[config.mk]
export PLATFORM = sky130hd
export DESIGN_NAME = regfile_sb_flat
export DESIGN_NICKNAME = d
export VERILOG_FILES = /design/src/rtl/regfile_sb_if.sv /design/src/rtl/regfile_sb.sv /design/src/flat_wrapper.sv
export SDC_FILE = /design/constraint.sdc
export NUM_CORES = 1
export LEC_CHECK = 0
export ABC_CLOCK_PERIOD_IN_PS = 3500
export CORE_MARGIN = 1.5
export CORE_UTILIZATION = 62
export CTS_BUF_LIST = sky130_fd_sc_hd__clkbuf_16
export CTS_CLUSTER_DIAMETER = 120
export DETAILED_ROUTE_END_ITERATION = 10
export GPL_TIMING_DRIVEN = 0
export PLACE_DENSITY_LB_ADDON = 0.15
export SLEW_MARGIN = 20
export SYNTH_ARGS = -nofsm -noshare
export SYNTH_HDL_FRONTEND = slang
export SYNTH_SLANG_ARGS = --single-unit
[constraint.sdc]
create_clock -name i_clk -period 3.5 [get_ports i_clk]
set_input_delay 0.525 -clock i_clk [delete_from_list [all_inputs] [get_ports i_clk]]
set_output_delay 0.525 -clock i_clk [all_outputs]
set_load 0.005 [all_outputs]
[src/rtl/regfile_sb_if.sv]
// regfile_sb_if: bus bundle for the regfile_sb register file.
//   master : drives write/link/mark/read-address requests, receives read data, busy, ready
//   slave  : the register file side
// Signals:
//   regwrite/write_reg/write_data  general write port
//   jump_link/link_data            link write to the link register
//   read_reg_1/2 -> read_data_1/2  combinational read ports
//   mark_valid/mark_reg            set busy bit of a register with an outstanding producer
//   busy_1/busy_2                  busy bit of read_reg_1/read_reg_2
//   ready                          clear sweep finished
interface regfile_sb_if #(
  parameter int unsigned DATA_W = 32,
  parameter int unsigned ADDR_W = 5
);
  logic              regwrite;
  logic [ADDR_W-1:0] write_reg;
  logic [DATA_W-1:0] write_data;
  logic              jump_link;
  logic [DATA_W-1:0] link_data;
  logic [ADDR_W-1:0] read_reg_1;
  logic [ADDR_W-1:0] read_reg_2;
  logic [DATA_W-1:0] read_data_1;
  logic [DATA_W-1:0] read_data_2;
  logic              mark_valid;
  logic [ADDR_W-1:0] mark_reg;
  logic              busy_1;
  logic              busy_2;
  logic              ready;

  modport master (
    output regwrite, write_reg, write_data, jump_link, link_data,
    output read_reg_1, read_reg_2, mark_valid, mark_reg,
    input  read_data_1, read_data_2, busy_1, busy_2, ready
  );

  modport slave (
    input  regwrite, write_reg, write_data, jump_link, link_data,
    input  read_reg_1, read_reg_2, mark_valid, mark_reg,
    output read_data_1, read_data_2, busy_1, busy_2, ready
  );
endinterface

[src/rtl/regfile_sb.sv]
// regfile_sb: register file with two combinational read ports, one write port, a dedicated
// link write port, a post-reset clear sweep, hardwired zero register and a per-register busy
// scoreboard for outstanding loads.
// Ports:
//   i_clk    rising-edge clock
//   i_rst_n  asynchronous active-low reset; restarts the clear sweep
//   bus      regfile_sb_if.slave (write/link/mark requests, reads, busy, ready)
// Optional feature: define REGFILE_BYPASS_EN to forward same-cycle write data to the reads.
module regfile_sb #(
  parameter int unsigned DATA_W   = 32,
  parameter int unsigned ADDR_W   = 5,
  parameter int unsigned LINK_REG = 31
) (
  input logic          i_clk,
  input logic          i_rst_n,
  regfile_sb_if.slave  bus
);
  localparam int unsigned       DEPTH    = 2 ** ADDR_W;
  localparam logic [ADDR_W-1:0] LinkAddr = ADDR_W'(LINK_REG);
  localparam logic [ADDR_W-1:0] LastIdx  = ADDR_W'(DEPTH - 1);

  typedef enum logic {StClear, StRun} state_e;

  state_e            r_state, w_state_d;
  logic [ADDR_W-1:0] r_idx, w_idx_d;
  logic [DEPTH-1:0]  r_busy, w_busy_d;
  logic [DATA_W-1:0] r_mem [DEPTH];

  logic w_ready, w_wr_en, w_link_en, w_mark_en;

  // State, sweep index and busy bits reset asynchronously; storage does not.
  always_ff @(posedge i_clk or negedge i_rst_n) begin
    if (!i_rst_n) begin
      r_state <= StClear;
      r_idx   <= ADDR_W'(1);
      r_busy  <= '0;
    end else begin
      r_state <= w_state_d;
      r_idx   <= w_idx_d;
      r_busy  <= w_busy_d;
    end
  end

  always_comb begin
    w_state_d = r_state;
    w_idx_d   = r_idx;
    unique case (r_state)
      StClear: begin
        w_idx_d = r_idx + ADDR_W'(1);
        if (r_idx == LastIdx) w_state_d = StRun;
      end
      StRun:   w_state_d = StRun;
      default: w_state_d = StClear;
    endcase
  end

  assign w_ready   = (r_state == StRun);
  assign w_link_en = w_ready && bus.jump_link && (LinkAddr != '0);
  // The link write wins a collision on the link register, so the general write is dropped.
  assign w_wr_en   = w_ready && bus.regwrite && (bus.write_reg != '0) &&
                     !(w_link_en && (bus.write_reg == LinkAddr));
  assign w_mark_en = w_ready && bus.mark_valid && (bus.mark_reg != '0);

  // Commits clear busy; a mark on the same edge is applied last so it wins.
  always_comb begin
    w_busy_d = r_busy;
    if (w_wr_en)   w_busy_d[bus.write_reg] = 1'b0;
    if (w_link_en) w_busy_d[LinkAddr]      = 1'b0;
    if (w_mark_en) w_busy_d[bus.mark_reg]  = 1'b1;
    w_busy_d[0] = 1'b0;
  end

  always_ff @(posedge i_clk) begin
    if (r_state == StClear) begin
      r_mem[r_idx] <= '0;
    end else begin
      if (w_wr_en)   r_mem[bus.write_reg] <= bus.write_data;
      if (w_link_en) r_mem[LinkAddr]      <= bus.link_data;
    end
  end

  logic [DATA_W-1:0] w_rd1, w_rd2;
  logic              w_bsy1, w_bsy2;

  always_comb begin
    w_rd1  = '0;
    w_rd2  = '0;
    w_bsy1 = 1'b0;
    w_bsy2 = 1'b0;
    if (w_ready && (bus.read_reg_1 != '0)) begin
      w_rd1  = r_mem[bus.read_reg_1];
      w_bsy1 = r_busy[bus.read_reg_1];
`ifdef REGFILE_BYPASS_EN
      if (w_link_en && (bus.read_reg_1 == LinkAddr)) w_rd1 = bus.link_data;
      else if (w_wr_en && (bus.read_reg_1 == bus.write_reg)) w_rd1 = bus.write_data;
      if (((w_link_en && (bus.read_reg_1 == LinkAddr)) ||
           (w_wr_en && (bus.read_reg_1 == bus.write_reg))) &&
          !(w_mark_en && (bus.mark_reg == bus.read_reg_1))) w_bsy1 = 1'b0;
`endif
    end
    if (w_ready && (bus.read_reg_2 != '0)) begin
      w_rd2  = r_mem[bus.read_reg_2];
      w_bsy2 = r_busy[bus.read_reg_2];
`ifdef REGFILE_BYPASS_EN
      if (w_link_en && (bus.read_reg_2 == LinkAddr)) w_rd2 = bus.link_data;
      else if (w_wr_en && (bus.read_reg_2 == bus.write_reg)) w_rd2 = bus.write_data;
      if (((w_link_en && (bus.read_reg_2 == LinkAddr)) ||
           (w_wr_en && (bus.read_reg_2 == bus.write_reg))) &&
          !(w_mark_en && (bus.mark_reg == bus.read_reg_2))) w_bsy2 = 1'b0;
`endif
    end
  end

  assign bus.read_data_1 = w_rd1;
  assign bus.read_data_2 = w_rd2;
  assign bus.busy_1      = w_bsy1;
  assign bus.busy_2      = w_bsy2;
  assign bus.ready       = w_ready;
endmodule

[src/flat_wrapper.sv]
// flat-port wrapper written by rule: the top's interface ports become plain ports
module regfile_sb_flat 
#(
  parameter int unsigned DATA_W   = 32,
  parameter int unsigned ADDR_W   = 5,
  parameter int unsigned LINK_REG = 31
)
  (i_clk, i_rst_n, bus_regwrite, bus_write_reg, bus_write_data, bus_jump_link, bus_link_data, bus_read_reg_1, bus_read_reg_2, bus_mark_valid, bus_mark_reg, bus_read_data_1, bus_read_data_2, bus_busy_1, bus_busy_2, bus_ready);
  regfile_sb_if #(.DATA_W(DATA_W), .ADDR_W(ADDR_W)) bus_i ();
  input logic i_clk;
  input logic i_rst_n;
  input wire logic [$bits(bus_i.regwrite)-1:0] bus_regwrite;
  input wire logic [$bits(bus_i.write_reg)-1:0] bus_write_reg;
  input wire logic [$bits(bus_i.write_data)-1:0] bus_write_data;
  input wire logic [$bits(bus_i.jump_link)-1:0] bus_jump_link;
  input wire logic [$bits(bus_i.link_data)-1:0] bus_link_data;
  input wire logic [$bits(bus_i.read_reg_1)-1:0] bus_read_reg_1;
  input wire logic [$bits(bus_i.read_reg_2)-1:0] bus_read_reg_2;
  input wire logic [$bits(bus_i.mark_valid)-1:0] bus_mark_valid;
  input wire logic [$bits(bus_i.mark_reg)-1:0] bus_mark_reg;
  output wire logic [$bits(bus_i.read_data_1)-1:0] bus_read_data_1;
  output wire logic [$bits(bus_i.read_data_2)-1:0] bus_read_data_2;
  output wire logic [$bits(bus_i.busy_1)-1:0] bus_busy_1;
  output wire logic [$bits(bus_i.busy_2)-1:0] bus_busy_2;
  output wire logic [$bits(bus_i.ready)-1:0] bus_ready;
  assign bus_i.regwrite = bus_regwrite;
  assign bus_i.write_reg = bus_write_reg;
  assign bus_i.write_data = bus_write_data;
  assign bus_i.jump_link = bus_jump_link;
  assign bus_i.link_data = bus_link_data;
  assign bus_i.read_reg_1 = bus_read_reg_1;
  assign bus_i.read_reg_2 = bus_read_reg_2;
  assign bus_i.mark_valid = bus_mark_valid;
  assign bus_i.mark_reg = bus_mark_reg;
  assign bus_read_data_1 = bus_i.read_data_1;
  assign bus_read_data_2 = bus_i.read_data_2;
  assign bus_busy_1 = bus_i.busy_1;
  assign bus_busy_2 = bus_i.busy_2;
  assign bus_ready = bus_i.ready;
  regfile_sb #(.DATA_W(DATA_W), .ADDR_W(ADDR_W), .LINK_REG(LINK_REG)) u_core (.i_clk(i_clk), .i_rst_n(i_rst_n), .bus(bus_i));
endmodule
## Word-level counts from Yosys, hierarchy flattened

Memories as Yosys holds them, arrays and structs flattened.
Index checks and enable logic that the tools add are counted.

| word-level totals | value |
|---|---|
| flip-flop bits (word level) | 37 |
| RAM bits | 1,024 |
| bits of input ports | 89 |
| output and inout port bits | 67 |
| memories | 1 |

| operators by class | value |
|---|---|
| add/sub/neg operators | 1 |
| magnitude comparators | 6 |
| equality and inequality tests | 2 |
| mux-type cells | 27 |
| bitwise logic cells | 4 |
| reductions and logical operators | 17 |

Memory list:

| memory | words | bits a word | read ports | clocked after memory_dff | wr ports | RTL line | source |
|---|---|---|---|---|---|---|---|
| u_core.r_mem | 32 | 32 | 2 | 0 | 2 | regfile_sb.sv:27 | `logic [DATA_W-1:0] r_mem [DEPTH];` |

Operator list:

| cell | count |
|---|---|
| $mux W32 | 5 |
| $and A32 B32 Y32 | 1 |
| $not A32 Y32 | 1 |
| $or A32 B32 Y32 | 1 |
| $reduce_or A32 Y1 | 1 |
| $lt A5 B6 Y1 const B | 4 |
| $reduce_bool A5 Y1 | 4 |
| $mux W1 | 16 |
| $logic_and A1 B1 Y1 | 11 |
| $bmux W1 S5 | 2 |
| $demux W1 S5 | 2 |
| $eq A5 B5 Y1 const B | 2 |
| $ge A5 B1 Y1 const B | 2 |
| $add A5 B1 Y5 const B | 1 |
| $mux W5 | 1 |
| $pmux W1 S2 | 1 |
| $logic_not A1 Y1 | 1 |
| $not A1 Y1 | 1 |

## Logic depth before layout (Yosys ltp)

| logic depth | value |
|---|---|
| word-level depth | 10 |
| depth in mapped cells | 8 |
| depth with buffers taken out | 5 |

## Worst setup path before layout

Ideal clock, no wire load.

| timing path | value |
|---|---|
| path type | input-to-reg |
| start | in bus_write_reg[4] |
| end | mem u_core.r_mem[4][0] (enable) |
| arrival | 3,093 ps |
| setup slack | -14 ps |
| cell stages on the path | 6 |
| buffers on the path | 1 |
| cell sequence | or3_4 > o311ai_2 > a31oi_1 > buf_2 > mux2_4 > nor2_1 |

RTL lines:

| item | RTL line | source |
|---|---|---|
| from (decl) | flat_wrapper.sv:13 | `input wire logic [$bits(bus_i.write_reg)-1:0] bus_write_reg;` |
| to (decl) | regfile_sb.sv:27 |  |

## Worst setup path after layout

| timing path | value |
|---|---|
| start | in bus_read_reg_1[1] |
| end | out bus_read_data_1[31] |

| on the way | value |
|---|---|
| cells in the longest elaborated chain, start to end | 3 |

RTL lines:

| item | RTL line | source |
|---|---|---|
| from (decl) | flat_wrapper.sv:17 | `input wire logic [$bits(bus_i.read_reg_1)-1:0] bus_read_reg_1;` |
| parallel branches: the longest is 2 deep, another holds $mem_v2 Z32 W32 | -- |  |
| $mux W32 * | regfile_sb.sv:90 | `if (w_ready && (bus.read_reg_1 != '0)) begin` |
| to (decl) | flat_wrapper.sv:21 | `output wire logic [$bits(bus_i.read_data_1)-1:0] bus_read_data_1;` |

Mark *: on every way between the ends.

==> flow_summary.toml <==
[outcome]
status = "finished, violations left"
violations = "setup timing"

[sta]
skew_ns = 0.0301
worstMarginPinSlew_ns = 1.19
slew_headroom = 0.210
slew_viol_final = 0
grt_setup_unrepaired = "yes"
post-route-period-util = 1.02
timing.final.ws_setup_ns = -0.0831
tns_ns = -0.468
hold_viol_final = 0
max_freq_mhz = 279
finalSetupViolations = 13
period_needed_ns = 3.58

[route]
drt_first_pass_iters = 6
ant_nets = 0
num_vias = 32200
detail_route.wl_per_cell_um = 42.2
viasPerCell = 8.01
drc = 0
wl_um = 169000
drt-initial-drc-count = 5452

[setup_path]
critPathKind = "input pin to output port"
critical_path_arrival_ns = 3.06
cp_max_fo = 10
crit_path_start_kind = "input pin"
required_ns = 2.97
rrSetupSlack_ns = 0.15
worst_setup_path_end_kind = "output port"

[synth]
synthDistinctLibCells = 53
synthSimpleGateAreaFrac = 0.0189
synth-compound-area-share = 0.0438
synth.area.mux_share = 0.283
synth_area_leaders = "edfxtp_1 61%, mux4_2 23%, mux2i_1 4.8%"
syn_nets = 2629
synth_top_area_cell = "edfxtp_1"
syn_inst = 2538
synth-xor-area-share = 0.000525
synthArstFlopShare = 0.0349
yosys_register_bits = 1061
synth_top_family_by_area = "multiplexers"
yosys.area_share.adder = 0.000500
synth_edf_count = 1024
yosys_warnings = 0
syn_avg_cell_area_um2 = 19.7
yosysSeqAreaShare = 0.633
synth_top_area_share = 0.615
synthFlopType = "edfxtp_1"
syn-cell-area_um2 = 50000

[pwr]
combinationalPowerShare = 0.102
vdd_drop_max_uv = 466
power.switching_uw = 6880
p_leak_uw = 0.0216
intPower_uw = 22300
swShare = 0.236
pwr-share-clk = 0.414
p_seq_frac = 0.484
p_per_area_nw_per_um2 = 486

[finish]
multi_input_area_um2 = 18400
layout-drive-gt1-share = 0.387
final_area_um2 = 60100
ff_latch_area_um2 = 31700
fill_cells = 4284
syn_to_final_growth_pct = 20.1
fin_cells = 4017
final_nets = 2962

[clocking]
cts_root_buffer = "clkbuf_16"
clock_sinks = 1061
clock_latency_ns = 0.69
clk_path_buf_depth = 3
cts-buffers-inserted = 107
clkTransAtPathRegs_ns = 0.07
cts_max_level = 3
cts_tree = "built"

[floorplan]
die_w_um = 287
start_util = 0.630
die_height_um = 287
core_um2 = 79400
fp-row-count = 103
io_pins = 156
die_area_um2 = 82400

[global_route]
grt_pass1_vias = 32400
grt_pass1_wl_um = 236000
grtUsageTotal = 0.416
overflow = 0
grt_max_degree = 33
antenna_found_initial = 6

[placed_design]
place.detailed.hpwl_um = 113000
place_area_um2 = 54500
dp_cells = 3792
place_congestion = 0.951
portBuffers = 148

[min_path]
min_path_type = "input pin to flip-flop"

[job]
cap_violations = 0
## final cells by class
| cell class | count | area share |
|---|---|---|
| Sequential cell | 1061 | 0.527 |
| Tap cell | 1050 | 0.0219 |
| Clock buffer | 108 | 0.0450 |
| Buffer | 196 | 0.0303 |
| Inverter | 5 | 0.000583 |
| Clock inverter | 92 | 0.0161 |
| Multi-Input combinational cell | 1273 | 0.306 |
| Antenna cell | 5 | 0.000208 |
| Timing Repair Buffer | 227 | 0.0528 |
## stage by stage
step / util / power, uW / hold slack, ns / worst slack, ns
global route: 0.756 / 29600 / 0.336 / -0.0244
global placement: 0.665 / 16900 / 0.497 / -2.71
CTS: 0.750 / 28900 / 0.263 / -0.00392
floorplan: - / 15800 / 0.229 / -0.0141
finish: 0.756 / 29200 / 0.293 / -0.0831
detailed placement: 0.687 / 17000 / 0.453 / -1.42
## per-layer routing
metal / vias to the layer above / global-route usage / wire [um]
met1: 16500 / 0.534 / 54200
met2: 3275 / 0.629 / 78700
met3: 701 / 0.128 / 24000
li1: 11700 / - / -
met5: - / 0 / 27
met4: 6 / 0.260 / 12400
## worst max-delay path, cell delays in order
cell and delay [ns]:
buf_4 0.16, buf_8 0.20, buf_8 0.21, mux4_2 0.53
mux2i_1 0.24, nor2_1 0.11, a221oi_2 0.39, a21oi_2 0.19
clkdlybuf4s50_1 0.48
## cell usage in the layout (no fill, tap or decap), types with 12 or more instances in the layout
| master | count |
|---|---|
| a21oi_1 | 16 |
| a21oi_2 | 18 |
| a221oi_2 | 19 |
| a22o_1 | 12 |
| a22oi_1 | 40 |
| and2_2 | 24 |
| buf_12 | 21 |
| buf_16 | 43 |
| buf_2 | 15 |
| buf_4 | 59 |
| buf_6 | 57 |
| buf_8 | 17 |
| bufinv_16 | 19 |
| clkbuf_1 | 16 |
| clkbuf_16 | 110 |
| clkbuf_2 | 17 |
| clkbuf_4 | 17 |
| clkdlybuf4s50_1 | 129 |
| clkinv_1 | 20 |
| clkinv_2 | 26 |
| dfrtp_1 | 35 |
| edfxtp_1 | 1024 |
| inv_1 | 12 |
| mux2_2 | 34 |
| mux2i_1 | 233 |
| mux4_2 | 501 |
| nand2_1 | 25 |
| nor2_1 | 42 |
| nor2_4 | 34 |
| o211a_1 | 32 |
| o21ai_0 | 61 |
| o221ai_1 | 20 |
| o22a_1 | 16 |
## sequential cells by signal, summed over array words and instances, names as in the netlist
| name | count |
|---|---|
| u_core.r_mem | 1024 |
| u_core.r_busy | 31 |
| u_core.r_idx | 5 |
| u_core.bus.ready | 1 |
## power groups by stage
stage | clock, uW | sequential [uW] | combinational, uW
after global routing | 12400 | 14100 | 3030
after CTS | 12000 | 14100 | 2830
after floorplan | 0 | 14400 | 1470
final | 12100 | 14100 | 2970
after global placement | 0 | 14400 | 2510
after detailed placement | 0 | 14400 | 2630
## worst paths after layout
path,start,to,cells past startpoint
max,bus_read_reg_1[1],bus_read_data_1[31],9
min,bus_mark_reg[3],u_core.r_busy[29]$_DFF_PN0_,3
max reg2reg,u_core.bus.ready$_DFF_PN0_,u_core.r_mem[7][16]$_DFFE_PP_,8
min reg2reg,u_core.r_idx[0]$_DFFE_PN1N_,u_core.r_idx[0]$_DFFE_PN1N_,1
max in group asynchronous,i_rst_n,u_core.r_idx[0]$_DFFE_PN1N_,3
min in group asynchronous,i_rst_n,u_core.r_busy[4]$_DFF_PN0_,2
## cell usage after synthesis (all sizes together) (2+ instances only)
cell / n
edfxtp: 1024
mux4: 501
mux2i: 239
buf: 128
nor2: 78
clkbuf: 71
o21ai: 62
a22oi: 42
mux2: 41
a21oi: 40
dfrtp: 36
and2: 34
a221oi: 32
o211a: 32
o221ai: 32
o22a: 26
nand2: 25
a22o: 12
nand3b: 9
nor3: 9
a31oi: 8
nand3: 7
nor2b: 7
nand2b: 6
or2: 5
inv: 4
or3b: 4
and3: 3
o311ai: 3
xnor2: 3
a21boi: 2
ha: 2
o211ai: 2
or3: 2
## kinds of logic (layout without fill, tap and decap cells)
logic type / after synthesis / after routing
muxes: 781 / 781
other: 0 / 5
buffers and inverters: 204 / 628
adders and majority gates: 2 / 2
DFF: 1061 / 1061
xor gates and xnor gates: 3 / 3
and+or+nand+nor: 191 / 191
AOI/OAI and AO/OA: 296 / 296
## timing repair
action,in CTS,in global routing
pin swaps,10,6
cloned,0,0
gates resized for setup,414,74
hold endpoints to repair,13,0
hold buffers,1,0
buffers inserted,8,10
setup endpoints to repair,68,57
No activity file was read; power rests on OpenSTA's default activity.
